--- src/rtl/mod_cfg_pkg.sv ---
// Shared types for the modulus config loader feeding the dual 10-bit counter pair.
package mod_cfg_pkg;

    localparam int MOD_W = 10;

    typedef logic [MOD_W-1:0] mod_t;

    typedef enum logic {
        CH_A = 1'b0,
        CH_B = 1'b1
    } chan_e;

    typedef enum logic {
        S_IDLE,
        S_PEND
    } cfg_state_e;

endpackage

--- src/rtl/mod_cfg_chan.sv ---
// One channel: shadow register, active modulus, apply-on-wrap FSM and timeout counter.
module mod_cfg_chan
    import mod_cfg_pkg::*;
#(
    parameter mod_t RST_MOD = 10'd10,
    parameter int   TIMEOUT = 1024,
    parameter int   TO_W    = 11
) (
    input  logic clk,
    input  logic rst,
    input  logic wr,
    input  mod_t data,
    input  logic cout,
    output mod_t active,
    output logic pend,
    output logic apply,
    output logic forced
);

    localparam bit             TO_EN   = (TIMEOUT != 0);
    localparam logic [TO_W-1:0] TO_LAST = TO_EN ? TO_W'(TIMEOUT - 1) : '0;

    cfg_state_e      state, nxt;
    mod_t            shadow;
    logic [TO_W-1:0] to_cnt;
    logic            to_hit;
    logic            load, do_apply, do_force;

    assign to_hit = TO_EN && (to_cnt == TO_LAST);
    assign pend   = (state == S_PEND);

    always_ff @(posedge clk or posedge rst) begin
        if (rst) state <= S_IDLE;
        else     state <= nxt;
    end

    always_comb begin
        nxt = state;
        case (state)
            S_IDLE:  if (wr) nxt = S_PEND;
            S_PEND:  if (cout || to_hit) nxt = S_IDLE;
            default: nxt = S_IDLE;
        endcase
    end

    // A wrap in the same cycle as the timeout wins, so forced stays low.
    always_comb begin
        load     = 1'b0;
        do_apply = 1'b0;
        do_force = 1'b0;
        case (state)
            S_IDLE: load = wr;
            S_PEND: begin
                do_apply = cout || to_hit;
                do_force = to_hit && !cout;
            end
            default: ;
        endcase
    end

    always_ff @(posedge clk or posedge rst) begin
        if (rst) begin
            active <= RST_MOD;
            shadow <= '0;
            to_cnt <= '0;
            apply  <= 1'b0;
            forced <= 1'b0;
        end else begin
            apply  <= do_apply;
            forced <= do_force;
            if (load) begin
                shadow <= data;
                to_cnt <= '0;
            end else if (state == S_PEND && to_cnt != '1) begin
                to_cnt <= to_cnt + 1'b1;
            end
            if (do_apply) active <= shadow;
        end
    end

endmodule

--- src/rtl/mod_cfg_loader.sv ---
// Config loader: valid/ready write port decoded onto two shadowed modulus channels.
module mod_cfg_loader
    import mod_cfg_pkg::*;
#(
    parameter mod_t RST_MOD = 10'd10,
    parameter int   MIN_MOD = 2,
    parameter int   TIMEOUT = 1024,
    parameter int   TO_W    = 11
) (
    input  logic CLK,
    input  logic rst,
    input  logic cfg_valid,
    input  logic cfg_sel,
    input  mod_t cfg_data,
    output logic cfg_ready,
    output logic cfg_err,
    input  logic CoutA,
    input  logic CoutB,
    output mod_t cntA_Module,
    output mod_t cntB_Module,
    output logic pendA,
    output logic pendB,
    output logic applyA,
    output logic applyB,
    output logic forcedA,
    output logic forcedB
);

    logic xfer, legal, wr_a, wr_b;

    // Ready only looks at the selected channel's pend, never at cfg_valid.
    assign cfg_ready = (chan_e'(cfg_sel) == CH_B) ? !pendB : !pendA;
    assign xfer      = cfg_valid && cfg_ready;
    assign legal     = (cfg_data >= MOD_W'(MIN_MOD));
    assign wr_a      = xfer && legal && (chan_e'(cfg_sel) == CH_A);
    assign wr_b      = xfer && legal && (chan_e'(cfg_sel) == CH_B);

    always_ff @(posedge CLK or posedge rst) begin
        if (rst) cfg_err <= 1'b0;
        else     cfg_err <= xfer && !legal;
    end

    mod_cfg_chan #(.RST_MOD(RST_MOD), .TIMEOUT(TIMEOUT), .TO_W(TO_W)) u_chan_a (
        .clk    (CLK),
        .rst    (rst),
        .wr     (wr_a),
        .data   (cfg_data),
        .cout   (CoutA),
        .active (cntA_Module),
        .pend   (pendA),
        .apply  (applyA),
        .forced (forcedA)
    );

    mod_cfg_chan #(.RST_MOD(RST_MOD), .TIMEOUT(TIMEOUT), .TO_W(TO_W)) u_chan_b (
        .clk    (CLK),
        .rst    (rst),
        .wr     (wr_b),
        .data   (cfg_data),
        .cout   (CoutB),
        .active (cntB_Module),
        .pend   (pendB),
        .apply  (applyB),
        .forced (forcedB)
    );

endmodule

--- config.mk ---
export PLATFORM = sky130hd
export DESIGN_NAME = mod_cfg_loader
export DESIGN_NICKNAME = d
export VERILOG_FILES = /design/src/rtl/mod_cfg_pkg.sv /design/src/rtl/mod_cfg_chan.sv /design/src/rtl/mod_cfg_loader.sv
export SDC_FILE = /design/constraint.sdc
export NUM_CORES = 1
export LEC_CHECK = 0
export CAP_MARGIN = 30
export CORE_ASPECT_RATIO = 1.1
export CORE_MARGIN = 2
export CORE_UTILIZATION = 55
export CTS_CLUSTER_SIZE = 40
export DETAILED_ROUTE_END_ITERATION = 8
export DONT_BUFFER_PORTS = 1
export GPL_TIMING_DRIVEN = 0
export PLACE_DENSITY = 0.8
export SLEW_MARGIN = 20
export SYNTH_ARGS = -nofsm -noshare
export SYNTH_HDL_FRONTEND = slang
export SYNTH_SLANG_ARGS = --single-unit
--- constraint.sdc ---
create_clock -name CLK -period 5.7 [get_ports CLK]
set_clock_uncertainty 0.2 [all_clocks]
set_input_delay 0.57 -clock CLK [delete_from_list [all_inputs] [get_ports CLK]]
set_output_delay 0.57 -clock CLK [all_outputs]
set_load 0.05 [all_outputs]
# After elaboration in Yosys (flattened, before gate mapping)
# Cells that the tools add are included.
# word_totals
wordCells,58
out_inout_bits,28
in_bits,16
register_bits,69
# op_classes
n_eq_ne,4
add_sub_neg,2
reduce_logical,18
mux,17
bitwise,3
magnitude_cmp,1
# ops
operator,count
2-to-1 mux 11 bit,4
"adder 11 x 1 -> 11 bit, second input constant",2
"== test 11 x 10 -> 1 bit, second input constant",2
"!= test 11 bit, second input constant",2
2-to-1 mux 1 bit,11
">= comparator 10 x 2 -> 1 bit, second input constant",1
logical AND 1 bit,9
logical NOT 1 bit,5
case mux 1 bit (2 select lines),2
nonzero test 2 bit,2
inverter 1 bit,3
logical OR 1 bit,2

# Longest topological paths before layout
# Gate-level depths: netlist (run 1).
# logic_depth
ltp_word,7
mapped_depth,7
ltp_nobuf,5

# By module
# A second synthesis (run 1) with hierarchy kept.
# hier_totals
cells_unflattened,286
hier_area_um2,3124.2
# modules_own_cells
module,n_inst,cells_per_inst,area_per_inst_um2,seq_area_each_um2
mod_cfg_chan,2,137,1519.0,853.3
mod_cfg_loader,1,12,86.3,25.0

# Worst setup path after synthesis (run 1)
# OpenSTA, ideal clock, no wires.
# synth_path
path_type,register to output
startpoint,register u_chan_b.state (netlist: u_chan_b.pend)
endpoint,output port cfg_ready
setup_slack_ns,3.375
stages_incl_launch_ff,2
required_ns,4.930
t_arrival_ns,1.555
n_path_buf,0
path_cell_list,dfrtp_1 > mux2i_1
# synth_via
elab_chain_cells,2
# synth_rtl
element,line_no,source
"start, declared",mod_cfg_chan.sv:23,"cfg_state_e state, nxt;"
"start signal, assigned",mod_cfg_chan.sv:34,else state <= nxt;
logical NOT 1 bit,mod_cfg_loader.sv:32,assign cfg_ready = (chan_e'(cfg_sel) == CH_B) ? !pendB : !pendA;
2-to-1 mux 1 bit,mod_cfg_loader.sv:32,
"end, declared",mod_cfg_loader.sv:15,"output logic cfg_ready,"
# No other way between the ends.

# Worst setup path in the final report (run 1)
# Same ends and word-level chain as after synthesis.

==> parameters.txt, run 1 <==
Parameter                              Value

Outcome
  Result of the run    completed

Yosys
  Number of instances in the synthesized netlist    236
  Seq cells post-synth    69
  Largest area contributor in the netlist    dfrtp_1
  Post-synth net total    254
  Sequential share of the synthesized area    0.557
  Number of enable flip-flop cells after synthesis    0
  Share of Yosys cell area claimed by the top area cell type    0.523
  Proportion of register bits with asynchronous set or reset after synthesis    1.00
  Post-synthesis instance area    3110 sq um
  Mapped Avg Cell Area    13.2 sq um
  Leading register cell type out of synthesis    dfrtp_1
  Number of warnings issued by yosys    0
  Netlist cell types    44
  Top cells by area, synth    dfrtp_1 52%, mux2_4 8.7%, mux2_1 6.2%, dfstp_2 3.4%, or3_1 2.4%

Timing
  Min Clock Period, post-route    2.35 ns
  Final worst-path cycle share    0.413
  Fin worst setup slack    3.35 ns
  RSZ-0062 raised after global routing    false
  Max-slew headroom    0.532
  Least-Margin Pin Slew    0.702 ns
  Setup Total Neg Slack    0 ns
  Count of endpoints failing setup in the final report    0
  Count of final hold-check violations    0
  Maximum achievable frequency    425 MHz
  Final number of max-transition violations    0
  WHS    0.0885 ns

Min path
  WHS Path Cells    1
  Hold WC Path Type    in2reg
  Beginning of the worst hold path    CoutB

Drt
  DRT antenna net count    0
  Wirelength, routed    5780 um
  Vias after detailed routing    1865
  First-pass DRT Iterations    4
  Post-route DRC violation count    0
  Average via count per standard cell    5.65
  Final routed wire length divided by cell count    17.5 um
  DRT iter0 DRCs    103

Floorplanning
  Area of the die    6270 sq um
  Die height    82.9 um
  Die span in x    75.7 um
  Standard-cell row count    28
  Initial standard-cell utilization of the core    0.573
  Core Region    5430 sq um
  I/O pin count    44

GRT
  Top Usage Layer GRT    met2
  Wire length of the first global-routing pass    9930 um
  GRT Residual Overflow    0
  Number of global-route vias before repair    1951
  Number of antenna violations at the first check in global routing    0
  Grt met3 use    0.0558
  Met2 track demand over resource in global routing    0.306
  Met1 track demand over resource    0.300
  Global routing usage summed across all routing layers    0.214
  Maximum number of pins on one net before global-route repair    55

Pwr
  Leakage    0.00153 uW
  Power density over the cells    458 nW/um^2
  VDD IR-drop max    345 uV

Clocking
  Number of buffers on the longest clock path    2
  Insertion delay to the later sink of the worst-skew pair    0.35 ns
  Master cell of the clock root buffer    clkbuf_8
  H-tree depth    3
  CTS hold repair buffers    1
  Post-CTS setup-driven buffer insertion count    0
  CTS resizes    0
  Post-CTS clock slew at the launch and capture registers of the worst setup and hold paths    0.07 ns
  Sink count of the clock tree    69
  CTS tree    built
  TritonCTS Buffers    9

Final layout
  Commonest cells after routing, fill and taps aside    65 x dfrtp_1, 18 x mux2_4, 17 x mux2_1
  Antenna fix cells    0
  Post-synthesis to final-layout area growth    11.5%
  Total non-filler cell area in the finished layout    3470 sq um
  Count of nets after finishing    268
  Leading cell type in the layout, fill and taps excluded    dfrtp_1
  Share of cells above drive strength 1    0.275

Setup path
  Critical Path Fanout Max    7
  Type of the setup path with the least slack    reg2out
  R2r worst-path depth    4
  Worst Setup Start Kind    register
  Worst EP arrival    1.58 ns
  Critical path endpoint category    primary output
  First element of the critical path    u_chan_b.pend$_DFF_PP0_
  Data required, critical path    4.93 ns
  Launch instance of the worst register-to-register path    u_chan_a.pend$_DFF_PP0_

Flow run
  Max-capacitance violation count    0

Placement
  Instance area after placement    3240 sq um
  Port buffer count    0
  Routability congestion estimate    0.809
  Post-Place Setup Slack    3.41 ns
  Estimated wirelength of the detail-placed design    4040 um
## Yosys cell counts, types with 3 or more instances
master   instances
a21oi_2          4
dfrtp_1         65
mux2_1          17
o31ai_1          4
or2_1            3
or4_1            4
o21ai_1         10
dfstp_2          4
o21ai_0          3
mux2_2           5
a21oi_1         11
nor3_1           3
nand2_1         11
mux2_4          18
and3_1           3
buf_6            4
inv_1            9
nand3_1          6
or3_1           12
nor2_1           6
## power by group
part	leakage [uW]	switching, uW	internal [uW]
clock	0.000111	186	247
combinational	0.000555	85.1	134
sequential	0.000863	325	611
## stage by stage
step,util,power [uW],cells
6_report,0.638,1590,330
3_3_place_gp,0.590,1140,311
2_1_floorplan,-,1100,236
3_5_place_dp,0.597,1170,313
4_1_cts,0.638,1600,330
5_1_grt,0.638,1660,330
## flip-flops by register name, indices dropped and copies added (netlist names), 10 cells and up
register,flops
u_chan_a.active,10
u_chan_a.shadow,10
u_chan_b.to_cnt,11
u_chan_b.active,10
u_chan_b.shadow,10
u_chan_a.to_cnt,11
## worst paths after layout
path / end / slack [ns]
worst max-delay path: cfg_ready / 3.35
worst min-delay path: u_chan_b.forced$_DFF_PP0_ / 0.09
worst max register to register: u_chan_a.shadow[7]$_DFFE_PP0P_ / 3.43
worst min register to register: u_chan_a.shadow[8]$_DFFE_PP0P_ / 0.28
max in group asynchronous: u_chan_b.active[1]$_DFFE_PP1P_ / 4.30
min in group asynchronous: u_chan_a.shadow[3]$_DFFE_PP0P_ / 0.43
## cell families after synthesis
kind of cell | after synthesis | synth area share
AOI/OAI and AO/OA | 40 | 0.0897
xor gates and xnor gates | 1 | 0.00282
adders and majority gates | 2 | 0.00804
buffers and inverters | 18 | 0.0346
DFF | 69 | 0.557
muxes | 42 | 0.173
and+or+nand+nor | 64 | 0.135
## routing by layer
metal / part of all wire / up-vias
met5: 0 / -
met4: 0.027 / 0
met3: 0.039 / 14
met2: 0.49 / 38
met1: 0.44 / 925
li1: - / 888
## worst max-delay path, cell delays in order (launching register included)
cell and delay [ns]:
dfrtp_1 0.80, mux2i_1 0.20, buf_4 0.24
## layout make-up
type	count	area [sq um]
fill	397	1960
sequential	69	1730
multi-input combinational	149	1270
clock buffer	10	128
tap	75	93.8
clock inverter	6	87.6
buffer	9	73.8
timing repair buffer	3	45.0
inverter	9	36.3
No activity file was read; power rests on OpenSTA's default activity.
==> inputs of run 2 (changes only) <==
PLACE_DENSITY = 0.83   (was 0.8)
clock period = 1.89 ns   (was 5.7 ns; I/O delays follow)
==> run 2 against run 1 <==
Compared with the run above: the flow now finishes with violations (setup timing); clock power rose to 2.8 times the previous value; first-iteration DRC count up 26%; design area up 12%; sequential cell count unchanged; setup slack worse by 3.6 ns; global-route usage up 1.4 points; non-clock buffer count up 26; die area unchanged; critical path depth up 2; sequential share of layout area down 4.9 points.
==> parameters.txt, run 2 (same netlist as run 1, synthesis figures left out) <==
Parameter                              Value

Clocking
  Sink count of the clock tree    69
  Master cell of the clock root buffer    clkbuf_8
  Post-CTS clock slew at the launch and capture registers of the worst setup and hold paths    0.08 ns
  Insertion delay to the later sink of the worst-skew pair    0.35 ns
  CTS tree    built
  H-tree depth    3
  TritonCTS Buffers    9
  Number of buffers on the longest clock path    2

Setup path
  Cell breakdown of the critical path    or3b_4, a31oi_4, buf_8, mux2_4
  Worst Setup Start Kind    register
  Critical Path Fanout Max    10
  Type of the setup path with the least slack    reg2reg
  Slowest CP cell    dfrtp_4
  Worst stage delay on the critical path    0.60 ns
  Worst EP arrival    2.13 ns
  Critical path endpoint category    register
  Data required, critical path    1.92 ns

Final layout
  Post-synthesis to final-layout area growth    24.3%
  Regs by FF count    u_chan_a.to_cnt (11), u_chan_b.to_cnt (11)
  Fill cell total of the finished layout    315
  Share of cells above drive strength 1    0.370
  Count of nets after finishing    294
  Antenna fix cells    0
  Leading cell type in the layout, fill and taps excluded    dfrtp_1
  Non-Filler Instances    356
  Commonest cells after routing, fill and taps aside    60 x dfrtp_1, 27 x mux2_4, 15 x dlygate4sd3_1

GRT
  Number of antenna violations at the first check in global routing    0
  Global routing usage summed across all routing layers    0.228
  Number of global-route vias before repair    2160
  Wire length of the first global-routing pass    10900 um
  GRT Residual Overflow    0
  Maximum number of pins on one net before global-route repair    34

Timing
  Least-Margin Pin Slew    0.533 ns
  Min Clock Period, post-route    2.10 ns
  Final worst-path cycle share    1.11
  Final number of max-transition violations    0
  Count of final hold-check violations    0
  WHS    0.0214 ns
  Count of endpoints failing setup in the final report    21
  RSZ-0062 raised after global routing    true
  Maximum achievable frequency    476 MHz
  Fin worst setup slack    -0.210 ns
  Max-slew headroom    0.642

Outcome
  Failing checks    setup timing
  Result of the run    complete, but fails checks

Floorplanning
  Initial standard-cell utilization of the core    0.573
  Area of the die    6270 sq um
  I/O pin count    44
  Core Region    5430 sq um
  Die height    82.9 um
  Die span in x    75.7 um
  Standard-cell row count    28

Placement
  Routability congestion estimate    0.825
  Placed Cells incl. Taps    313
  Port buffer count    0
  Estimated wirelength of the detail-placed design    4130 um

Drt
  Vias after detailed routing    2083
  Average via count per standard cell    5.85
  Final routed wire length divided by cell count    19.0 um
  First-pass DRT Iterations    4
  Post-route DRC violation count    0
  Wirelength, routed    6750 um
  DRT antenna net count    0
  DRT iter0 DRCs    130

Flow run
  Max-capacitance violation count    0

Pwr
  Leakage    0.00169 uW
  Power consumption    4940 uW
  Power density over the cells    1280 nW/um^2
  VDD IR-drop max    983 uV

Min path
  Hold WC Path Type    in2reg
[run 2: cell count changes in the layout (fill, tap and decap cells not counted), moves of 5 or more]
cell / previous run / this run
buf_4: 3 / 11
mux2_4: 18 / 27
dlygate4sd3_1: 1 / 15
mux2_1: 17 / 8
dfrtp_1: 65 / 60
[run 2: cell type report]
cell class              count  area [sq um]  share of cell area
clock inverters             7          73.8              0.0191
inverters                   9          37.5             0.00971
clock buffers               9           124              0.0320
well taps                  75          93.8              0.0243
plain buffers               9          97.6              0.0252
multi-input cells         149          1400               0.363
repair buffers             29           295              0.0764
flip-flops and latches     69          1740               0.451
[run 2: critical path: cells and delay by family, from the launching register on]
family          cells  cell delay [ns]
buf+inv             1             0.19
mux                 1             0.31
simple gates        1             0.45
flops               1             0.60
compound gates      1             0.22
[run 2: metrics by stage]
| step | TNS, ns | setup slack, ns | util | area, sq um |
|---|---|---|---|---|
| final | -3.30 | -0.210 | 0.712 | 3870 |
| after global placement | -5.74 | -0.208 | 0.601 | 3260 |
| after detailed placement | -7.05 | -0.225 | 0.609 | 3310 |
| after floorplan | -0.460 | -0.0511 | - | 3170 |
| after global routing | -3.92 | -0.235 | 0.712 | 3870 |
| after CTS | -2.07 | -0.168 | 0.697 | 3780 |
[run 2: metal layers]
metal  up-vias  routed length (um)  GRT usage  share of wire
li1        938                   -          -              -
met1      1054                2810      0.313           0.42
met2        65                3400      0.353           0.50
met3        26                 347     0.0667          0.051
met4         0                 197     0.0622          0.029
met5         -                   0          0              0
[run 2: power breakdown]
part | switching, uW | internal [uW]
logic | 324 | 555
clock network | 591 | 613
registers | 1010 | 1850
total | 1930 | 3010
[run 2: worst paths after layout]
kind / start / end / slack (ns) / cells past startpoint
hold reg to reg: u_chan_b.shadow[3]$_DFFE_PP0P_ / u_chan_b.shadow[3]$_DFFE_PP0P_ / 0.29 / 1
setup reg to reg: u_chan_a.pend$_DFF_PP0_ / u_chan_a.shadow[7]$_DFFE_PP0P_ / -0.21 / 4
hold / removal: cfg_valid / u_chan_a.pend$_DFF_PP0_ / 0.02 / 2
min in group asynchronous: rst / u_chan_b.to_cnt[5]$_DFFE_PP0P_ / 0.10 / 2
setup / recovery: u_chan_a.pend$_DFF_PP0_ / u_chan_a.shadow[7]$_DFFE_PP0P_ / -0.21 / 4
max in group asynchronous: rst / u_chan_b.active[3]$_DFFE_PP1P_ / 0.86 / 3
[run 2: repair_timing]
item,CTS,global route
gates resized for setup,17,12
setup buffers,6,5
pin swaps,5,3
hold endpoints to repair,95,0
gates cloned,1,0
endpoints found under the setup margin,60,44
hold buffers,15,0
==> inputs of run 3 (changes only) <==
SKIP_CTS_REPAIR_TIMING = 1   (was not set)
==> run 3 against run 2 <==
Compared with the run above: the run still ends with setup timing left; combinational power is 6.5% lower; sequential cell count stayed put; largest power group unchanged; non-clock buffer count unchanged; global-route usage down 2.5 points; clock-buffer cell count unchanged; highest routed layer unchanged; setup slack improved by 0.034 ns; hold slack improved by 0.022 ns.
==> parameters.txt, run 3 (same netlist as run 1, synthesis figures left out) <==
Parameter                              Value

Setup path
  Worst Setup Start Kind    register
  Critical Path Fanout Max    10
  Data required, critical path    1.92 ns
  Critical path endpoint category    register
  First element of the critical path    u_chan_a.pend$_DFF_PP0_
  Type of the setup path with the least slack    reg2reg
  Launch instance of the worst register-to-register path    u_chan_a.pend$_DFF_PP0_
  R2r worst-path depth    4
  Worst EP arrival    2.10 ns

Pwr
  Leakage    0.00168 uW
  Relative contribution of combinational cells to total power    0.168
  Share of total power in the clock network    0.246
  Part of the power in registers    0.586
  VDD IR-drop max    905 uV
  Power consumption    4890 uW
  Switching share of power    0.390
  Cell-internal power    2980 uW
  Switching power total    1910 uW
  Power density over the cells    1270 nW/um^2

Timing
  RSZ-0062 raised after global routing    true
  Min Clock Period, post-route    2.07 ns
  Fin worst setup slack    -0.176 ns
  Count of endpoints failing setup in the final report    36
  Count of final hold-check violations    0
  Max-slew headroom    0.650
  Least-Margin Pin Slew    0.525 ns
  Maximum achievable frequency    484 MHz
  Final worst-path cycle share    1.09
  Final number of max-transition violations    0

Floorplanning
  Area of the die    6270 sq um
  Die span in x    75.7 um
  Initial standard-cell utilization of the core    0.573
  Core Region    5430 sq um
  I/O pin count    44
  Standard-cell row count    28
  Die height    82.9 um

Placement
  Estimated wirelength of the detail-placed design    4130 um
  Placed Cells incl. Taps    313
  Post-Place Setup Slack    -0.225 ns
  Routability congestion estimate    0.825
  Port buffer count    0

Outcome
  Failing checks    setup timing
  Result of the run    complete, but fails checks

Drt
  Post-route DRC violation count    0
  Wirelength, routed    6480 um
  DRT iter0 DRCs    132
  DRT antenna net count    0
  First-pass DRT Iterations    4
  Vias after detailed routing    2076
  Final routed wire length divided by cell count    18.2 um
  Average via count per standard cell    5.83

GRT
  Maximum number of pins on one net before global-route repair    34
  Number of global-route vias before repair    1964
  GRT Residual Overflow    0
  Global routing usage summed across all routing layers    0.203
  Wire length of the first global-routing pass    9770 um
  Number of antenna violations at the first check in global routing    0

Final layout
  Final standard cell utilization of the core    0.708
  Leading cell type in the layout, fill and taps excluded    dfrtp_1
  Antenna fix cells    0
  Count of nets after finishing    294
  Post-synthesis to final-layout area growth    23.7%
  Regs by FF count    u_chan_a.to_cnt (11), u_chan_b.to_cnt (11)
  Fill cell total of the finished layout    325
  Share of cells above drive strength 1    0.363
  Sequential standard cell area    1740 sq um
  Non-Filler Instances    356
  Area occupied by multi-input gates    1400 sq um
  Commonest cells after routing, fill and taps aside    61 x dfrtp_1, 27 x mux2_4, 15 x dlygate4sd3_1

Clocking
  Insertion delay to the later sink of the worst-skew pair    0.35 ns
  CTS tree    built
  Number of buffers on the longest clock path    2
  TritonCTS Buffers    9
  Sink count of the clock tree    69
  Master cell of the clock root buffer    clkbuf_8
  H-tree depth    3
  Post-CTS clock slew at the launch and capture registers of the worst setup and hold paths    0.07 ns

Flow run
  Max-capacitance violation count    0

Min path
  Beginning of the worst hold path    cfg_sel
  Hold WC Path Type    in2reg
  WHS Path Cells    3
## run 3: power groups by stage
stage	sequential (uW)	clock, uW	combinational, uW
6_report	2870	1200	822
5_1_grt	2910	1280	893
4_1_cts	2830	1220	706
3_5_place_dp	2860	0	701
3_3_place_gp	2840	0	659
2_1_floorplan	2760	0	612
## run 3: per-layer routing
layer	share of wire	track usage
met5	0	0
met4	0.016	0.0590
met3	0.050	0.0692
met2	0.51	0.301
met1	0.43	0.284
## run 3: stage by stage
step,area (sq um),hold WS [ns],setup TNS (ns)
floorplan,3170,0.0588,-0.460
global placement,3260,0.0599,-5.74
detailed placement,3310,-0.142,-7.05
CTS,3510,-0.524,-8.23
global route,3850,0.0453,-4.78
finish,3850,0.0435,-2.55
## run 3: critical path, cell delays in order (launching register included)
cell and delay [ns]:
dfrtp_4 0.60, or3b_4 0.44, a31oi_4 0.21, buf_8 0.19, mux2_4 0.30
## run 3: path summary, 6_finish.rpt
kind	end	slack, ns
setup reg to reg	u_chan_a.shadow[7]$_DFFE_PP0P_	-0.18
setup / recovery	u_chan_a.shadow[7]$_DFFE_PP0P_	-0.18
hold / removal	u_chan_b.shadow[7]$_DFFE_PP0P_	0.04
min in group asynchronous	u_chan_b.to_cnt[5]$_DFFE_PP0P_	0.09
max in group asynchronous	u_chan_b.active[1]$_DFFE_PP1P_	0.86
hold reg to reg	u_chan_b.shadow[3]$_DFFE_PP0P_	0.29
## run 3: cell type report
| class | count | share of cell area |
|---|---|---|
| tap | 75 | 0.0244 |
| buffer | 9 | 0.0228 |
| timing repair buffer | 29 | 0.0751 |
| multi-input combinational | 149 | 0.364 |
| sequential | 69 | 0.453 |
| inverter | 9 | 0.00976 |
| clock inverter | 7 | 0.0192 |
| clock buffer | 9 | 0.0322 |
